--- src/rtl/usbh_wb_pkg.sv ---
// Shared definitions for the Wishbone register bridge family.
package usbh_wb_pkg;

  typedef enum logic [1:0] {
    IDLE    = 2'd0,
    WAIT    = 2'd1,
    RECOVER = 2'd2
  } state_e;

  localparam int DEF_AW       = 8;
  localparam int DEF_DW       = 32;
  localparam int DEF_ACK_LAT  = 1;
  localparam int DEF_RECOVERY = 3;
  localparam int DEF_TIMEOUT  = 0;

  // Read data returned alongside wb_err_o (replicated to DW bits).
  localparam logic ERR_BIT = 1'b0;

  function automatic int max2(input int a, input int b);
    return (a > b) ? a : b;
  endfunction

endpackage

--- src/rtl/wb_reg_bridge_cnt.sv ---
// Wait counter: cleared while idle, counts strobe + WAIT cycles, saturates.
module wb_reg_bridge_cnt #(
  parameter int ACK_LAT = 1,
  parameter int TIMEOUT = 0,
  parameter int CW      = 2
) (
  input  logic clk,
  input  logic rst_n,
  input  logic run,
  output logic lat_ok,
  output logic to_hit
);

  logic [CW-1:0] cnt;

  // Count while the transfer is live, hold at all-ones, clear otherwise.
  always_ff @(posedge clk or negedge rst_n) begin
    if (!rst_n)     cnt <= '0;
    else if (!run)  cnt <= '0;
    else if (~&cnt) cnt <= cnt + 1'b1;
  end

  assign lat_ok = (cnt >= CW'(ACK_LAT - 1));
  assign to_hit = (TIMEOUT > 0) && (cnt == CW'(TIMEOUT - 1));

endmodule

--- src/rtl/wb_reg_bridge.sv ---
// Wishbone classic slave to single-cycle register strobes, with ack
// latency, slave ready handshake, recovery gap, timeout and abort.
module wb_reg_bridge
  import usbh_wb_pkg::*;
#(
  parameter int AW       = DEF_AW,
  parameter int DW       = DEF_DW,
  parameter int SW       = DW / 8,
  parameter int ACK_LAT  = DEF_ACK_LAT,
  parameter int RECOVERY = DEF_RECOVERY,
  parameter int TIMEOUT  = DEF_TIMEOUT
) (
  input  logic          clk,
  input  logic          wb_rst_ni,
  input  logic [AW-1:0] wb_adr_i,
  input  logic [DW-1:0] wb_dat_i,
  output logic [DW-1:0] wb_dat_o,
  input  logic          wb_we_i,
  input  logic          wb_stb_i,
  input  logic          wb_cyc_i,
  input  logic [SW-1:0] wb_sel_i,
  output logic          wb_ack_o,
  output logic          wb_err_o,
  output logic [AW-1:0] adr_o,
  output logic [DW-1:0] dat_wr_o,
  output logic [SW-1:0] be_o,
  output logic          we_o,
  output logic          re_o,
  input  logic [DW-1:0] dat_rd_i,
  input  logic          rdy_i
);

  localparam int CW = $clog2(max2(ACK_LAT, TIMEOUT) + 1) + 1;
  localparam int RW = $clog2(RECOVERY + 1);

  state_e        state;
  logic [AW-1:0] adr_s;
  logic [DW-1:0] dat_s;
  logic [SW-1:0] sel_s;
  logic          we_s, cyc_s, stb_s;
  logic          rdy_seen;
  logic [DW-1:0] rd_buf;
  logic [RW-1:0] rec_cnt;
  logic          strobe, done, lat_ok, to_hit, rdy_any;

  // Register the bus inputs every cycle.
  always_ff @(posedge clk or negedge wb_rst_ni) begin
    if (!wb_rst_ni) begin
      adr_s <= '0;
      dat_s <= '0;
      sel_s <= '0;
      we_s  <= 1'b0;
      cyc_s <= 1'b0;
      stb_s <= 1'b0;
    end else begin
      adr_s <= wb_adr_i;
      dat_s <= wb_dat_i;
      sel_s <= wb_sel_i;
      we_s  <= wb_we_i;
      cyc_s <= wb_cyc_i;
      stb_s <= wb_stb_i;
    end
  end

  assign adr_o    = adr_s;
  assign dat_wr_o = dat_s;
  assign be_o     = sel_s;

  assign strobe  = (state == IDLE) && stb_s && cyc_s;
  assign rdy_any = rdy_i || rdy_seen;
  assign done    = (strobe || (state == WAIT)) && lat_ok && rdy_any;
  assign we_o    = strobe && we_s && (|sel_s);
  assign re_o    = strobe && !we_s;

  // Counter runs from the strobe edge through WAIT; RECOVER clears it.
  wb_reg_bridge_cnt #(
    .ACK_LAT (ACK_LAT),
    .TIMEOUT (TIMEOUT),
    .CW      (CW)
  ) u_cnt (
    .clk    (clk),
    .rst_n  (wb_rst_ni),
    .run    (strobe || (state == WAIT)),
    .lat_ok (lat_ok),
    .to_hit (to_hit)
  );

  // Transfer FSM with registered ack/err/read data.
  always_ff @(posedge clk or negedge wb_rst_ni) begin
    if (!wb_rst_ni) begin
      state    <= IDLE;
      wb_ack_o <= 1'b0;
      wb_err_o <= 1'b0;
      wb_dat_o <= '0;
      rdy_seen <= 1'b0;
      rd_buf   <= '0;
      rec_cnt  <= '0;
    end else begin
      wb_ack_o <= 1'b0;
      wb_err_o <= 1'b0;
      case (state)
        IDLE: begin
          if (strobe) begin
            if (done) begin
              wb_ack_o <= 1'b1;
              wb_dat_o <= dat_rd_i;
              state    <= RECOVER;
              rec_cnt  <= RW'(RECOVERY - 1);
            end else begin
              state <= WAIT;
              if (rdy_i) begin
                rdy_seen <= 1'b1;
                rd_buf   <= dat_rd_i;
              end
            end
          end
        end
        WAIT: begin
          if (!cyc_s || done || (to_hit && !rdy_any)) begin
            // Abort leaves silently; otherwise exactly one of ack/err.
            if (cyc_s && done) begin
              wb_ack_o <= 1'b1;
              wb_dat_o <= rdy_i ? dat_rd_i : rd_buf;
            end else if (cyc_s) begin
              wb_err_o <= 1'b1;
              wb_dat_o <= {DW{ERR_BIT}};
            end
            rdy_seen <= 1'b0;
            state    <= RECOVER;
            rec_cnt  <= RW'(RECOVERY - 1);
          end else if (rdy_i && !rdy_seen) begin
            rdy_seen <= 1'b1;
            rd_buf   <= dat_rd_i;
          end
        end
        RECOVER: begin
          if (rec_cnt == '0) state <= IDLE;
          else               rec_cnt <= rec_cnt - 1'b1;
        end
        default: state <= IDLE;
      endcase
    end
  end

endmodule

--- config.mk ---
export PLATFORM = sky130hd
export DESIGN_NAME = wb_reg_bridge
export DESIGN_NICKNAME = d
export VERILOG_FILES = /design/src/rtl/usbh_wb_pkg.sv /design/src/rtl/wb_reg_bridge_cnt.sv /design/src/rtl/wb_reg_bridge.sv
export SDC_FILE = /design/constraint.sdc
export NUM_CORES = 1
export LEC_CHECK = 0
export BUFFER_PORTS_ARGS = -buffer_cell sky130_fd_sc_hd__buf_2
export CELL_PAD_IN_SITES_DETAIL_PLACEMENT = 0
export CELL_PAD_IN_SITES_GLOBAL_PLACEMENT = 1
export CORE_ASPECT_RATIO = 1.2
export CORE_MARGIN = 2
export CORE_UTILIZATION = 40
export CTS_BUF_LIST = sky130_fd_sc_hd__clkbuf_4 sky130_fd_sc_hd__clkbuf_8
export DETAILED_ROUTE_END_ITERATION = 7
export PLACE_DENSITY = 0.85
export RECOVER_POWER = 50
export SYNTH_ARGS = -nofsm -noshare
export SYNTH_HDL_FRONTEND = slang
export SYNTH_SLANG_ARGS = --single-unit
--- constraint.sdc ---
create_clock -name clk -period 1.85 [get_ports clk]
set_input_delay 0.185 -clock clk [delete_from_list [all_inputs] [get_ports clk]]
set_output_delay 0.185 -clock clk [all_outputs]
set_load 0.005 [all_outputs]
==> results of run 1 <==
cells in the mapped netlist (all sizes together):
cell type  number
buf             6
o21ai           1
a21boi          1
nand2           1
mux2           65
clkbuf         32
ha              1
a21oi           2
nor2            5
conb            1
nor2b           1
o22ai           1
o41ai           1
xnor2           1
dfrtp         118
nor3b           2
nand3b          1
o31a            1
and3b           1
o311ai          1
inv             3
layer usage:
metal	global-route usage	wire [um]	part of all wire
met5	0	0	0
met4	0.0610	131	0.015
met3	0.0770	781	0.092
met2	0.266	4120	0.48
met1	0.204	3490	0.41
stage by stage:
step	setup WS, ns	std cells	util
after detailed placement	0.153	501	0.494
after global routing	0.0632	581	0.578
after CTS	0.148	581	0.578
after floorplan	0.234	246	-
final	0.157	581	0.578
after global placement	0.195	501	0.494
report_power, final:
part	leakage (nW)	internal [mW]	total, mW	switching (mW)
registers	1.47	3.02	3.25	0.231
logic	1.21	0.823	1.33	0.505
clock network	0.171	0.966	2.04	1.07
total	2.85	4.81	6.62	1.81
tightest hold or removal path: cells and delay by family:
kind / cells / cell delay (ns)
mux: 2 / 0.23
buf+inv: 1 / 0.07
path summary, 6_finish.rpt:
check                          endpoint  slack (ns)  cells after the start
max in group asynchronous  dat_wr_o[14]        0.65                      3
max                        wb_dat_o[23]        0.16                      4
min in group asynchronous   wb_dat_o[9]        0.46                      2
max reg2reg                wb_dat_o[23]        0.16                      4
min                         wb_dat_o[9]        0.11                      3
min reg2reg                  rd_buf[13]        0.37                      0
layout by cell type (no fill, tap or decap):
master         Yosys  layout
nor2_1             5       5
o311ai_0           1       1
buf_12             0       4
xnor2_1            1       1
nor2b_2            1       1
mux2_2            60      60
conb_1             1       1
inv_1              3       3
mux2_1             5       5
dfrtp_1          118     118
a21oi_1            2       2
o41ai_1            1       1
and3b_1            1       1
buf_2              0     160
clkinv_2           0       3
inv_6              0       1
o21ai_0            1       1
nor3b_4            2       2
clkinv_4           0       6
nand3b_1           1       1
buf_4              0       2
o22ai_1            1       1
clkbuf_8           0      18
clkbuf_2           0       1
nand2_1            1       1
a21boi_0           1       1
dlygate4sd3_1      0      48
ha_1               1       1
o31a_1             1       1
clkinvlp_4         0       4
cell families after synthesis:
kind of cell	count (synthesis)
AOI/OAI and AO/OA	8
xor gates and xnor gates	1
adders and majority gates	1
buffers and inverters	41
DFF	118
muxes	65
other	1
and+or+nand+nor	11
cell type report:
cell class	instances	area, um2
clock buffer	18	248
clock inverter	14	106
fill	788	4210
inverter	3	11.3
multi-input combinational	87	897
sequential	118	2950
tap	126	158
timing repair buffer	215	1380
timing repair:
item                      CTS  global route
buffers inserted            0             0
hold buffers               48             0
hold endpoints to repair   83             0
sequential cells by signal, indices dropped and copies added, names as in the netlist:
| register | cells |
|---|---|
| wb_err_o | 1 |
| cyc_s | 1 |
| rdy_seen | 1 |
| we_s | 1 |
| rd_buf | 32 |
| dat_wr_o | 32 |
| wb_ack_o | 1 |
| wb_dat_o | 32 |
| state | 2 |
| be_o | 4 |
| stb_s | 1 |
| rec_cnt | 2 |
| adr_o | 8 |
==> impl_results.md, run 1 <==
- Post-synthesis xor/xnor area fraction: 0.00216
- Max-Cap Viols: 0
- # H-tree levels: 4
- CTS tree: yes
- Final setup TNS: 0 ns
- Synth top area share: 0.729
- Die footprint: 10,900 um2
- Multiplexer share of the synthesized area: 0.181
- PwrDens: 1150 nW/um2
- PnR Total Power: 6.62 mW
- Min Tclk post-route: 1.69 ns
- Worst endpoint required time: 2.15 ns
- Area after DPL: 4920 um2
- Worst-path fanout max: 27
- Worst-path clk slew: 0.07 ns
- Crit end category: flip-flop
- Final hold violations: 0
- Worst hold path class: input pin to flip-flop
- Post-Syn Instances: 246
- Overall global routing resource usage: 0.169
- Number of global-route vias before repair: 2,876
- Relative slew slack: 0.346
- Critical Path Max Stage Delay: 0.45 ns
- Slowest cell on crit path: dfrtp_1
- CTS max path bufs: 2
- Final nets: 525
- WL final: 8.53 mm
- Hpwl dp: 5.32 mm
- Critical Path Source Type: flip-flop
- Netlist cell types: 22
- Syn_area_per_cell: 16.5 um2
- Final setup viols: 0
- Sink Count: 118
- Synth-to-Final Area Change: 42.1%
- Synthesis Warnings: 0
- CP Class: flip-flop to flip-flop
- Flops & latches, synth: 118
- Number of vias per cell: 4.43
- DRC viols: 0
- CP most frequent cell: mux2_2
- Worst-Margin Slew: 0.981 ns
- Worst VDD drop: 0.000802 V
- Drt first pass iters: 4
- Antenna Cells: 0
- Period utilization: 0.915
- Initial antenna violation count: 0
- Post-Syn Nets: 329
- Iteration-0 DRC Markers: 95
- Via count: 2,573
- RSZ-0062 raised after global routing: false
- Die Ht: 114 um
- Starting density of the core: 0.407
- Sequential area share after synthesis: 0.729
- Crit path max-delay family: multiplexers
- Main combinational cell family by area after synthesis: multiplexers
- Routed len/inst: 14.7 um
- Die width: 95.8 um
- Core Rows: 40
- First-pass GRT wire length: 13.8 mm
- Layout cells sized above 1: 0.576
- Input/output buffers: 161
- Synthesized cell area: 4050 um2
- Worst hold slack: 0.106 ns
- Leakage power: 2.85 nW
- Status: complete, no violations
- Peak Freq: 591 MHz
- Core outline area: 9960 um2
- R2R Path Start: state[0]
- Cts repair resizes: 0
- Root buf cell: clkbuf_8
- Clock Latency Late Sink: 0.41 ns
- Synth Area in Compound Gates: 0.0136
- Worst EP arrival: 1.99 ns
- GRT overflow: 0
- Most area-hungry cell type in the Yosys netlist: dfrtp_1
- GP Congestion: 0.723
- CTS buffer count: 17
- I/O pin cnt: 162
- Largest net degree at the start of global routing: 42
- Worst path cell trace: nor3b_4 > buf_12 > mux2_2 > mux2_2
- Design area: 5750 um2
- Hold wc startpoint: dat_rd_i[9]
- Post-route ant nets: 0
- Synth area leaders: dfrtp_1 73%, mux2_2 17%, clkbuf_1 3.0%, buf_6 1.7%, mux2_1 1.4%
- Post-Synth Simple-Gate Area: 0.0210
- Crit path from: state[0]
- Max Clock Skew: 0.00716 ns
- Area share of fa/ha/maj cells after synthesis: 0.00309
- Slew Viols, Final: 0
- Worst Path Buf+Inv: 1
Note: power is estimated with default switching activity, not from simulation.
==> run 2: changes to the inputs <==
BUFFER_PORTS_ARGS = -buffer_cell sky130_fd_sc_hd__buf_4   (was -buffer_cell sky130_fd_sc_hd__buf_2)
==> run 2 against run 1 <==
Compared with the run above:
- first-iteration DRC count down 39%
- total power up 9.5%
- core utilization up 4.4 points
- die area unchanged
- clock power up 18%
- critical path depth unchanged
- cell area up 7.6%
==> impl_results.md, run 2 (synthesized netlist as in run 1, its figures left out) <==
- Via count: 2,574
- Iteration-0 DRC Markers: 58
- Final hold violations: 0
- WL final: 8.66 mm
- Input/output buffers: 161
- Most common cell after layout, fill and taps aside: dfrtp_1
- Setup bufs post-CTS: 0
- Worst hold path class: input pin to flip-flop
- Relative slew slack: 0.449
- RSZ-0062 raised after global routing: false
- Crit path from: state[0]
- Die footprint: 10,900 um2
- Net Sw Frac: 0.251
- Core Rows: 40
- Post-cts hold buffer count: 48
- Root buf cell: clkbuf_8
- Hold wc startpoint: dat_rd_i[4]
- Most frequent cells in the layout: 118 x dfrtp_1, 114 x buf_4, 60 x mux2_2
- Sequential share of power: 0.452
- Number of vias per cell: 4.45
- Largest net degree at the start of global routing: 52
- Max-Cap Viols: 0
- PwrDens: 1170 nW/um2
- Flop2flop setup slack: 0.13 ns
- CP Class: flip-flop to flip-flop
- # H-tree levels: 4
- Max Clock Skew: 0.00682 ns
- Final nets: 524
- Clock Latency Late Sink: 0.41 ns
- Cts repair resizes: 0
- Final setup viols: 0
- Reg2Reg Capture Point: wb_dat_o[28]
- Clock share of power: 0.331
- Number of global-route vias before repair: 2,893
- Peak Freq: 582 MHz
- Synth-to-Final Area Change: 53.0%
- Worst-Margin Slew: 0.826 ns
- Hold Path Stages: 3
- Period utilization: 0.929
- CTS tree: yes
- Crit end category: flip-flop
- Overall global routing resource usage: 0.173
- Combinational power share: 0.216
- Internal power: 5.43 mW
- GRT overflow: 0
- Routed len/inst: 15.0 um
- CTS buffer count: 17
- Drt first pass iters: 3
- Final setup TNS: 0 ns
- I/O pin cnt: 162
- Sink Count: 118
- Status: complete, no violations
- Worst-path clk slew: 0.08 ns
- GP Congestion: 0.726
- Post-route ant nets: 0
- Die Ht: 114 um
- Psw: 1.82 mW
- Slew Viols, Final: 0
- FF-to-FF path depth: 4
- Layout cells sized above 1: 0.574
- First-pass GRT wire length: 14.0 mm
- Hold endpoint: wb_dat_o[4]
- Die width: 95.8 um
- Critical Path Source Type: flip-flop
- Initial antenna violation count: 0
- Leakage power: 2.99 nW
- Antenna Cells: 0
- Worst hold slack: 0.107 ns
- Min Tclk post-route: 1.72 ns
- CTS max path bufs: 2
- Worst EP arrival: 2.01 ns
- DRC viols: 0
- Hpwl dp: 5.57 mm
- Fin util: 0.622
- R2R Path Start: state[0]
- Worst-path fanout max: 32
- Core outline area: 9960 um2
- Starting density of the core: 0.407
- # fillers: 710
- Worst VDD drop: 0.000688 V
- Worst endpoint required time: 2.14 ns
run 2: cell types whose count changed in the layout (fill, tap and decap cells not counted), sizes merged:
| cell | previous run | this run |
|---|---|---|
| clkinvlp | 4 | 3 |
| clkinv | 9 | 6 |
| clkbuf | 19 | 66 |
| buf | 166 | 117 |
| bufinv | 0 | 3 |
| inv | 4 | 5 |
run 2: area by class of cell:
type                    instances  area [um2]  share of cell area
clock buffers                  17         234              0.0378
multi-input cells              87         897               0.145
flip-flops and latches        118        2950               0.477
repair buffers                214        1760               0.284
inverters                       3        11.3             0.00182
clock inverters                14         179              0.0289
well taps                     126         158              0.0255
run 2: routing by layer:
layer,track usage,wire [um],vias up
met5,0,0,-
met4,0.0762,209,0
met2,0.276,4250,119
li1,-,-,1193
met1,0.194,3330,1247
met3,0.0856,871,15
run 2: per-stage QoR:
stage	power [mW]	setup slack, ns	std cells	instance area, um2
after CTS	7.36	0.109	579	6210
after global routing	7.67	0.0481	579	6190
after detailed placement	4.86	0.126	500	5320
after global placement	4.81	0.187	500	5320
final	7.25	0.132	579	6190
after floorplan	3.90	0.234	246	4050
run 2: worst max-delay path by stage:
stage	endpoint	slack (ns)	cells after the start
after floorplan	wb_dat_o[1]	0.23	4
final	wb_dat_o[28]	0.13	4
after global routing	wb_dat_o[28]	0.05	4
after CTS	wb_dat_o[31]	0.11	4
after detailed placement	wb_dat_o[31]	0.13	4
after global placement	wb_dat_o[26]	0.19	4
run 2: power groups by stage:
stage | Sequential (mW) | Clock, mW | Combinational (mW)
3_5_place_dp | 3.33 | 0 | 1.53
3_3_place_gp | 3.31 | 0 | 1.50
5_1_grt | 3.34 | 2.60 | 1.74
4_1_cts | 3.29 | 2.47 | 1.61
6_report | 3.28 | 2.40 | 1.57
2_1_floorplan | 3.33 | 0 | 0.571
run 2: critical path: stages, from the launching register on:
cell,delay [ns]
dfrtp_1,0.46
nor3b_4,0.27
buf_12,0.24
mux2_2,0.36
mux2_2,0.26
==> run 3: changes to the inputs <==
CORE_UTILIZATION = 43   (was 40)
PLACE_DENSITY = 0.91   (was 0.85)
SETUP_SLACK_MARGIN = 0.4   (was unset)
clock period = 2.02 ns   (was 1.85 ns; I/O delays follow)
==> run 3 against run 2 <==
Compared with the run above:
- non-clock buffer count is 15 higher
- worst hold slack gained 0.032 ns
- cell area is 7.4% higher
- via count is 5.1% higher
- sequential share of layout area shrank 3.2 points
- largest power group unchanged
==> impl_results.md, run 3 (synthesized netlist as in run 1, its figures left out) <==
- Worst-Margin Slew: 0.817 ns
- Leakage power: 3.29 nW
- Final setup TNS: 0 ns
- Overall global routing resource usage: 0.197
- CP most frequent cell: buf_6
- Slew Viols, Final: 0
- Period utilization: 0.831
- Die footprint: 10,200 um2
- Die width: 92.6 um
- Initial antenna violation count: 0
- Design area: 6650 um2
- Final nets: 539
- Min Tclk post-route: 1.68 ns
- Core Rows: 38
- Psw: 1.83 mW
- Max-Cap Viols: 0
- Internal power: 5.16 mW
- Clock share of power: 0.305
- Clock Latency Late Sink: 0.42 ns
- CTS max path bufs: 2
- Worst VDD drop: 0.000670 V
- CTS buffer count: 17
- Sequential share of power: 0.433
- Hold wc startpoint: dat_rd_i[25]
- Core outline area: 9080 um2
- Hold endpoint: wb_dat_o[25]
- Iteration-0 DRC Markers: 103
- Slowest cell on crit path: dfrtp_2
- Worst endpoint required time: 2.32 ns
- Reg2Reg Capture Point: wb_dat_o[31]
- Worst-path fanout max: 10
- Largest net degree at the start of global routing: 48
- # H-tree levels: 4
- Synth-to-Final Area Change: 64.2%
- Number of vias per cell: 4.59
- First-pass GRT wire length: 15.0 mm
- Worst hold path class: input pin to flip-flop
- GRT overflow: 0
- Net Sw Frac: 0.262
- Crit path max-delay family: buffers and inverters
- Final setup viols: 0
- Crit path from: state[1]
- Via count: 2,706
- Crit end category: flip-flop
- CTS tree: yes
- Number of global-route vias before repair: 3,080
- Hold Path Stages: 3
- WL final: 10.4 mm
- Drt first pass iters: 4
- Most frequent cells in the layout: 116 x dfrtp_1, 116 x buf_4, 60 x mux2_4
- Worst path cell trace: buf_6 > nor2b_4 > nor3b_4 > buf_6 > buf_12 > mux2_2
- PwrDens: 1050 nW/um2
- Sink Count: 118
- Worst-path clk slew: 0.07 ns
- R2R Path Start: state[1]
- Status: complete, no violations
- Input/output buffers: 161
- DRC viols: 0
- Peak Freq: 595 MHz
- Relative slew slack: 0.455
- Final hold violations: 0
- Post-route ant nets: 0
- Critical Path Max Stage Delay: 0.43 ns
- Max Clock Skew: 0.0143 ns
- RSZ-0062 raised after global routing: true
- Starting density of the core: 0.446
- CP Class: flip-flop to flip-flop
- Worst Path Buf+Inv: 3
- Combinational power share: 0.261
- Die Ht: 110 um
- Flop2flop setup slack: 0.34 ns
- GP Congestion: 0.744
- Routed len/inst: 17.6 um
- Hpwl dp: 5.64 mm
- I/O pin cnt: 162
- Antenna Cells: 0
- Critical Path Source Type: flip-flop
- FF-to-FF path depth: 6
- Worst EP arrival: 1.98 ns
- Area after DPL: 5290 um2
- Layout cells sized above 1: 0.608
- Root buf cell: clkbuf_8
[run 3: worst max path at each step]
stage | to | slack [ns] | cells past startpoint
2_1_floorplan | wb_dat_o[1] | 0.40 | 4
3_3_place_gp | wb_dat_o[8] | 0.33 | 4
3_5_place_dp | wb_dat_o[31] | 0.28 | 4
4_1_cts | wb_dat_o[31] | 0.35 | 5
5_1_grt | wb_dat_o[28] | 0.14 | 3
6_report | wb_dat_o[31] | 0.34 | 6
[run 3: final cells by class]
class | instances | area [um2]
inverters | 3 | 11.3
flip-flops and latches | 118 | 2960
fillers | 550 | 2430
clock buffers | 18 | 248
multi-input cells | 87 | 1140
well taps | 120 | 150
clock inverters | 14 | 151
repair buffers | 229 | 2000
[run 3: repair_timing]
item,4_1_cts,5_1_grt
pin swaps,3,1
gates cloned,2,5
endpoints found under the hold margin,77,0
gates resized for setup,26,58
setup buffers,4,2
hold buffers,48,0
endpoints found under the setup margin,34,34
[run 3: power groups by stage]
stage,Sequential [mW],Clock (mW),Combinational [mW]
CTS,3.00,2.17,1.58
finish,3.03,2.14,1.83
floorplan,3.05,0,0.523
global route,3.07,2.30,1.96
detailed placement,3.05,0,1.40
global placement,3.04,0,1.35
[run 3: worst register-to-register path, cell delays in order, from the launching register on]
cell,delay (ns)
dfrtp_2,0.43
buf_6,0.13
nor2b_4,0.11
nor3b_4,0.24
buf_6,0.16
buf_12,0.15
mux2_2,0.34
[run 3: per-stage QoR]
stage | utilization | worst slack (ns) | hold slack (ns) | power [mW] | instances
after floorplan | - | 0.404 | -0.0936 | 3.57 | 246
after global placement | 0.582 | 0.331 | 0.164 | 4.39 | 496
after CTS | 0.696 | 0.352 | 0.0995 | 6.75 | 582
after detailed placement | 0.582 | 0.284 | 0.173 | 4.45 | 496
final | 0.732 | 0.341 | 0.139 | 7.00 | 589
after global routing | 0.732 | 0.144 | 0.124 | 7.33 | 589
[run 3: layer usage]
metal / up-vias / wire length, um / GRT usage
met2: 123 / 5390 / 0.333
li1: 1223 / - / -
met1: 1340 / 3970 / 0.216
met4: 0 / 244 / 0.0991
met3: 20 / 774 / 0.0782
met5: - / 0 / 0
